==> config.mk <==
export PLATFORM = sky130hd
export DESIGN_NAME = switchable_clock_divider
export DESIGN_NICKNAME = d
export VERILOG_FILES = /design/src/rtl/switchable_clock_divider_pkg.sv /design/src/rtl/switchable_clock_divider_counter.sv /design/src/rtl/switchable_clock_divider.sv
export SDC_FILE = /design/constraint.sdc
export NUM_CORES = 1
export LEC_CHECK = 0
export CORE_ASPECT_RATIO = 0.75
export CORE_MARGIN = 2
export CORE_UTILIZATION = 55
export CTS_BUF_LIST = sky130_fd_sc_hd__clkbuf_2 sky130_fd_sc_hd__clkbuf_4 sky130_fd_sc_hd__clkbuf_8
export CTS_CLUSTER_SIZE = 25
export DETAILED_ROUTE_END_ITERATION = 16
export PLACE_DENSITY = 0.78
export SLEW_MARGIN = 20
export SYNTH_ARGS = -nofsm -noshare
export SYNTH_HDL_FRONTEND = slang
export SYNTH_SLANG_ARGS = --single-unit
==> constraint.sdc <==
create_clock -name clock -period 10.92 [get_ports clock]
set_clock_uncertainty 0.05 [all_clocks]
set_input_delay 1.092 -clock clock [delete_from_list [all_inputs] [get_ports clock]]
set_output_delay 1.092 -clock clock [all_outputs]
set_load 0.02 [all_outputs]
==> src/rtl/switchable_clock_divider_pkg.sv <==
// rtl/switchable_clock_divider_pkg.sv - state encoding and ratio clamp shared by the switchable clock divider
package switchable_clock_divider_pkg;

    typedef enum logic [1:0] {
        STOPPED   = 2'd0,
        RUNNING   = 2'd1,
        SWITCHING = 2'd2
    } state_t;

    // A ratio of 1 cannot produce a high and a low phase, so it runs as 2.
    function automatic logic [31:0] clamp_ratio(input logic [31:0] r);
        return (r == 32'd1) ? 32'd2 : r;
    endfunction

endpackage

==> src/rtl/switchable_clock_divider_counter.sv <==
// rtl/switchable_clock_divider_counter.sv - period counter and phase compare; ratio is captured on load (0 = hold low)
module clock_divider_counter #(
    parameter int RATIO_WIDTH = 8
) (
    input  logic                   clock,
    input  logic                   reset,
    input  logic [RATIO_WIDTH-1:0] ratio,
    input  logic                   load,
    output logic                   clock_out,
    output logic                   boundary
);

    logic [RATIO_WIDTH-1:0] n;
    logic [RATIO_WIDTH-1:0] count;
    logic [RATIO_WIDTH-1:0] count_next;

    assign boundary   = (n != '0) && (count == n - RATIO_WIDTH'(1));
    assign count_next = boundary ? '0 : count + RATIO_WIDTH'(1);

    always_ff @(posedge clock) begin
        if (reset) begin
            n         <= '0;
            count     <= '0;
            clock_out <= 1'b0;
        end else if (load) begin
            n         <= ratio;
            count     <= '0;
            clock_out <= (ratio != '0);
        end else if (n == '0) begin
            count     <= '0;
            clock_out <= 1'b0;
        end else begin
            count     <= count_next;
            clock_out <= (count_next < (n >> 1));
        end
    end

endmodule

==> src/rtl/switchable_clock_divider.sv <==
// rtl/switchable_clock_divider.sv - glitch-free switchable clock divider; SWITCHABLE_CLOCK_DIVIDER_RISE_PULSE_EN adds rise_pulse
module switchable_clock_divider
    import switchable_clock_divider_pkg::*;
#(
    parameter int RATIO_WIDTH = 8,
    parameter int RESET_RATIO = 0
) (
    input  logic                   clock,
    input  logic                   reset,
    input  logic [RATIO_WIDTH-1:0] ratio,
    input  logic                   ratio_valid,
    output logic                   ratio_ready,
    output logic                   clock_out,
    output logic [RATIO_WIDTH-1:0] active_ratio,
    output logic                   busy
`ifdef SWITCHABLE_CLOCK_DIVIDER_RISE_PULSE_EN
    ,
    output logic                   rise_pulse
`endif
);

    localparam logic [RATIO_WIDTH-1:0] RESET_N = RATIO_WIDTH'(clamp_ratio(32'(RESET_RATIO)));
    localparam state_t RESET_STATE = (RESET_N != '0) ? RUNNING : STOPPED;

    state_t                 state;
    state_t                 next_state;
    logic [RATIO_WIDTH-1:0] pending_ratio;
    logic [RATIO_WIDTH-1:0] next_pending;
    logic [RATIO_WIDTH-1:0] next_active;
    logic [RATIO_WIDTH-1:0] req_n;
    logic [RATIO_WIDTH-1:0] load_ratio;
    logic                   restart;
    logic                   accept;
    logic                   load;
    logic                   boundary;

    assign req_n = RATIO_WIDTH'(clamp_ratio(32'(ratio)));

    // restart marks the first cycle after reset so a reset ratio starts a fresh period.
    always_ff @(posedge clock) begin
        if (reset) begin
            state         <= RESET_STATE;
            pending_ratio <= '0;
            active_ratio  <= RESET_N;
            restart       <= 1'b1;
        end else begin
            state         <= next_state;
            pending_ratio <= next_pending;
            active_ratio  <= next_active;
            restart       <= 1'b0;
        end
    end

    always_comb begin
        next_state   = state;
        next_pending = pending_ratio;
        next_active  = active_ratio;
        load         = 1'b0;
        load_ratio   = active_ratio;
        accept       = ratio_valid && ratio_ready;
        case (state)
            STOPPED: begin
                if (accept && req_n != '0) begin
                    next_state  = RUNNING;
                    next_active = req_n;
                    load        = 1'b1;
                    load_ratio  = req_n;
                end
            end
            RUNNING: begin
                load = restart;
                if (accept) begin
                    next_state   = SWITCHING;
                    next_pending = req_n;
                end
            end
            SWITCHING: begin
                // Switching only on the boundary keeps every period whole.
                if (boundary) begin
                    load         = 1'b1;
                    load_ratio   = pending_ratio;
                    next_active  = pending_ratio;
                    next_pending = '0;
                    next_state   = (pending_ratio != '0) ? RUNNING : STOPPED;
                end
            end
            default: next_state = STOPPED;
        endcase
    end

    always_comb begin
        ratio_ready = !reset && (state != SWITCHING);
        busy        = (state == SWITCHING);
    end

`ifdef SWITCHABLE_CLOCK_DIVIDER_RISE_PULSE_EN
    assign rise_pulse = !reset && (load ? (load_ratio != '0) : boundary);
`endif

    clock_divider_counter #(
        .RATIO_WIDTH(RATIO_WIDTH)
    ) u_counter (
        .clock    (clock),
        .reset    (reset),
        .ratio    (load_ratio),
        .load     (load),
        .clock_out(clock_out),
        .boundary (boundary)
    );

endmodule
After elaboration in Yosys (flattened, before gate mapping)

Cells that the tools add are included.

Flip-flop bits (word level): 36
Input bits: 11
Output and inout port bits: 11
Logic and storage cells: 52

$add $sub $neg: 2
Magnitude comparators: 1
Equal/unequal tests: 8
Multiplexer cells: 19
Reductions and logical operators: 15

Operators by type and width:

| cell                  | count |
|---|---|
| $mux W8               | 6 |
| $pmux W8 S2           | 2 |
| $reduce_bool A8 Y1    | 4 |
| $add A8 B1 Y8 const B | 1 |
| $eq A8 B1 Y1 const B  | 1 |
| $eq A8 B8 Y1          | 1 |
| $logic_not A8 Y1      | 1 |
| $lt A8 B7 Y1          | 1 |
| $sub A8 B1 Y8 const B | 1 |
| $mux W1               | 6 |
| $mux W2               | 3 |
| $ne A2 B2 Y1 const B  | 3 |
| $pmux W2 S3           | 1 |
| $reduce_and A3 Y1     | 2 |
| $logic_and A1 B1 Y1   | 4 |
| $pmux W1 S3           | 1 |
| $reduce_or A3 Y1      | 1 |
| $eq A2 B1 Y1 const B  | 1 |
| $eq A2 B2 Y1 const B  | 1 |
| $logic_not A2 Y1      | 1 |
| $ne A2 B1 Y1 const B  | 1 |
| $reduce_bool A2 Y1    | 1 |
| $logic_not A1 Y1      | 1 |

Depth between registers and ports, before layout

Depth after elaboration: 8
Depth in mapped cells: 20
Mapped depth without buffers: 17

Modules after synthesis

From an unflattened synthesis, not the netlist that was laid out.

Cell total of the unflattened synthesis: 245
Area total of the unflattened synthesis: 2117.0 um2

By module, submodules not included:

| module                   | instances | cells each | area an instance (um2) | seq. area each (um2) |
|---|---|---|---|---|
| clock_divider_counter    | 1         | 141        | 1197.4                 | 340.3 |
| switchable_clock_divider | 1         | 104        | 919.6                  | 380.4 |

Worst setup path before layout

OpenSTA, ideal clock, no wires.

Kind: reg2reg
Start point: reg u_counter.n[0]
End point: reg u_counter.clock_out
Setup time: 0.060 ns
Arrival: 4.219 ns
Data required time: 10.810 ns
Setup slack: 6.591 ns
Cell stages (with the launch flop): 21
Path buffers: 3
Period minus slack after synthesis: 4.329 ns
Cells stage by stage: dfxtp_1 > inv_1 > ha_1 > nor3b_1 > nand2_1 > xor2_1 > a2111oi_2 > buf_2 > and2_4 > buf_6 > clkbuf_1 > nor2_1 > ha_1 > a2111oi_0 > nand2b_1 > o2111ai_1 > a21oi_1 > a2111o_1 > a21oi_1 > o21ba_2 > o41a_1

Word-level cells in the longest chain between the ends: 7
Elaborated cells on any way between the ends: 14
Classes of those cells: add/sub: 1; order compare: 1; eq/ne: 1; mux: 7; reduce/logical: 4

Ends and longest elaborated chain:

| what                        | line                                   | RTL |
|---|---|---|
| start: declaration          | switchable_clock_divider_counter.sv:13 | `logic [RATIO_WIDTH-1:0] n;` |
| start signal: assignment    | switchable_clock_divider_counter.sv:26 | `n <= ratio;` |
| $sub A8 B1 Y8               | switchable_clock_divider_counter.sv:17 | `assign boundary = (n != '0) && (count == n - RATIO_WIDTH'(1));` |
| $eq A8 B8 Y1                | switchable_clock_divider_counter.sv:17 |  |
| $logic_and A1 B1 Y1 *       | switchable_clock_divider_counter.sv:17 |  |
| $mux W8 *                   | switchable_clock_divider_counter.sv:18 | `assign count_next = boundary ? '0 : count + RATIO_WIDTH'(1);` |
| net u_counter.count_next[3] | switchable_clock_divider_counter.sv:15 | `logic [RATIO_WIDTH-1:0] count_next;` |
| $lt A8 B7 Y1 *              | switchable_clock_divider_counter.sv:34 | `clock_out <= (count_next < (n >> 1));` |
| $mux W1 *                   | switchable_clock_divider_counter.sv:29 | `end else if (n == '0) begin` |
| $mux W1 *                   | switchable_clock_divider_counter.sv:25 | `end else if (load) begin` |
| end signal: assignment      | switchable_clock_divider_counter.sv:28 | `clock_out <= (ratio != '0);` |
| end signal: assignment      | switchable_clock_divider_counter.sv:34 |  |
| end: declaration            | switchable_clock_divider_counter.sv:9  | `output logic clock_out,` |

Mark *: on every way through the listed nets, which the timed path passes. The rest lies on a longest branch.
A chain may end at the register's enable or synchronous reset.

Final worst setup path

Same ends and word-level chain as after synthesis.

==> results.md <==
- Relative slew slack: 40.8%
- DR vias/cell: 6.30
- Share of cells above drive strength 1: 10.6%
- Fin crit period: 4.59 ns
- DR WL/cell: 17.2 um
- Largest net degree at the start of global routing: 28
- Critical Path Start Type: register
- CTS hold repair buffers: 0
- Met2 GRT Util: 34.5%
- Die area: 0.00439 mm2
- Core ar.: 0.00368 mm2
- Crit path max-delay cell type: a2111oi_0
- Top FF cell, synth: dfxtp_1
- Mapped cell area: 0.00213 mm2
- Final instance area: 0.00245 mm2
- GRT Residual Overflow: 0
- Post-CTS setup buffer count: 0
- Vias in the first global route: 1725
- First-pass GRT wire length: 8580 um
- Die Span X: 75.8 um
- Synth Register Bits: 36
- DP Cell Count: 307
- CTS Buf Count: 5
- Most common cell in the synthesized netlist: dfxtp_1
- Critical path data required time: 11.11 ns
- Syn Inst Count: 248
- Worst reg2reg setup slack: 6.33 ns
- M1 GR Usage: 40.7%
- CP startpoint: u_counter.n[0]
- Routed vias: 1985
- Worst reg2reg startpoint: u_counter.n[0]
- Resize count post-CTS: 0
- DRC violations left: 0
- Leakage dissipation: 0.923 nW
- Worst slew pin tran: 0.881 ns
- Avg Inst Size Synth: 8.58 um2
- Die Height: 57.9 um
- Area growth from synthesis to layout: 14.9%
- Clock Latency Late Sink: 0.29 ns
- Antenna viol nets, final: 0
- Syn Nets: 267
- Status: finished, final reports clean
- Kind of critical path: register to register
- Register area: 721 um2
- Largest cells by area after synthesis: dfxtp_1, nor2_1, ha_1, xor2_1, nor3_2
- Worst Hold Path Cells: 2
- RSZ-0062 raised after global routing: false
- Asr flop ratio synth: 0%
- Synth area leader: dfxtp_1
- H-tree Lvls: 2
- Slowest stage delay, CP: 0.60 ns
- Cell Rows: 19
- Hold Path Sink: pending_ratio[0]
- Final WL: 5420 um
- Reg2Reg Capture Point: u_counter.clock_out
- Post-DP HPWL: 3860 um
- GRT Total Usage: 26.4%
- Final hold vios: 0
- Post-synthesis sequential area ratio: 33.9%
- Peak VDD IR: 0.0861 mV
- Antenna cell count: 0
- NumNets Final: 281
- Crit path DAT: 4.78 ns
- First-pass DRT Iterations: 5
- RePlAce Congestion: 0.968
- CP Cell Sequence: or4_4 -> nor2_1 -> mux2_2 -> o31ai_1 -> buf_4 -> and2_4 -> nor2_1 -> ha_1 -> a2111oi_0 -> nand2b_1 -> o2111ai_1 -> a21oi_1 -> a2111o_1 -> a21oi_1 -> o21ba_2 -> o41a_1
- Setup violators final: 0
- Yosys warning count: 0
- Setup TNS Final: 0 ns
- Pwr Total: 351 uW
- Max cap viols: 0
- TritonCTS clock tree: yes
- Num ports: 22
- Pre-CTS setup slack: 6.58 ns
- Fill count: 306
- Multi-input gate area: 0.00127 mm2
- Max-slew violation count: 0
- Commonest cells in the netlist: dfxtp_1, nor2_1, clkbuf_1
- Synth top area share: 33.9%
- IO buf count: 21
- Global route hottest layer: met1
- Layout Cells excl Fill: 315
- Initial antenna violation count: 0
- Grt met3 use: 8.52%
- Final Cycle Share: 42.0%
- Max Root-Sink Buffers: 2
- Worst hold start: pending_ratio[0]
- PD cells: 143 mW/mm2
- Initial DRC count: 268
- EDFF count, synth: 0
- Tightest Hold Check Type: register to register
- Root Buffer: clkbuf_8
- R2R depth: 16
- # clock sinks: 36
- Fmax: 0.218 GHz
- Worst hold slack: 0.457 ns
- Synth cell types: 54
- Crit Path Max Fanout: 16
- Post-DP Area: 0.00233 mm2
- CTS clk-pin slew, worst paths: 0.08 ns
- CP Capture Type: register
- PnR worst setup slack: 6.33 ns
- Fin util: 66.4%
- Starting Density: 57.8%
sequential cells by signal (all words and copies together), names as in the netlist:
signal               flops
restart                  1
u_counter.clock_out      1
state                    2
active_ratio             8
pending_ratio            8
u_counter.n              8
u_counter.count          8
per-layer routing:
metal | vias up | wire [um]
li1 | 933 | -
met5 | - | 0
met3 | 15 | 572
met1 | 917 | 2570
met2 | 120 | 2170
met4 | 0 | 99
cells by family after synthesis:
group	Yosys count	share of synthesized area, %
compound gates	58	21.6
xor+xnor	15	6.17
fa+ha+maj	8	4.70
buf+inv	27	6.23
flops	36	33.9
mux	3	1.47
simple gates	101	25.9
worst max-delay path, delay by kind of cell, from the launching register on:
| family | cells | cell delay (ns) |
|---|---|---|
| compound gates | 8 | 1.93 |
| fa+ha+maj | 1 | 0.30 |
| buf+inv | 1 | 0.24 |
| flops | 1 | 0.37 |
| mux | 1 | 0.38 |
| simple gates | 5 | 1.26 |
worst max-delay path by stage:
stage	to
6_report	u_counter.clock_out
2_1_floorplan	u_counter.clock_out
3_5_place_dp	u_counter.clock_out
4_1_cts	u_counter.clock_out
5_1_grt	u_counter.clock_out
3_3_place_gp	u_counter.clock_out
report_power, final:
part           switching (mW)  internal [mW]  leakage, nW  total [mW]
combinational          0.0447         0.0370        0.575      0.0817
clock                  0.0518         0.0676       0.0541       0.119
sequential             0.0109          0.139        0.294       0.150
layout make-up:
type                       instances  share of cell area, %
clock buffer                       5                   2.81
clock inverter                     3                   1.74
inverter                           9                   1.38
multi-input combinational        185                   52.1
sequential                        36                   29.5
tap                               52                   2.66
timing repair buffer              25                   9.82
cell usage in the layout, fill, tap and decap left out, types with 3 or more instances in the layout:
| cell type | Yosys | routed |
|---|---|---|
| a211oi_1 | 9 | 9 |
| a21oi_1 | 7 | 7 |
| a221oi_1 | 4 | 4 |
| a22o_1 | 5 | 5 |
| a31oi_1 | 4 | 4 |
| and2_1 | 5 | 5 |
| and3_1 | 3 | 3 |
| buf_4 | 0 | 4 |
| clkbuf_8 | 0 | 5 |
| clkdlybuf4s50_1 | 0 | 21 |
| dfxtp_1 | 36 | 36 |
| ha_1 | 8 | 8 |
| inv_1 | 9 | 9 |
| nand2_1 | 12 | 12 |
| nand2b_1 | 3 | 3 |
| nand3_1 | 8 | 8 |
| nand4_1 | 6 | 6 |
| nor2_1 | 32 | 32 |
| nor2b_1 | 7 | 7 |
| nor3_1 | 6 | 6 |
| nor3_2 | 7 | 7 |
| nor4_1 | 3 | 3 |
| o21ai_0 | 3 | 3 |
| xnor2_1 | 5 | 5 |
| xor2_1 | 10 | 10 |
Note: power is estimated with default switching activity, not from simulation.
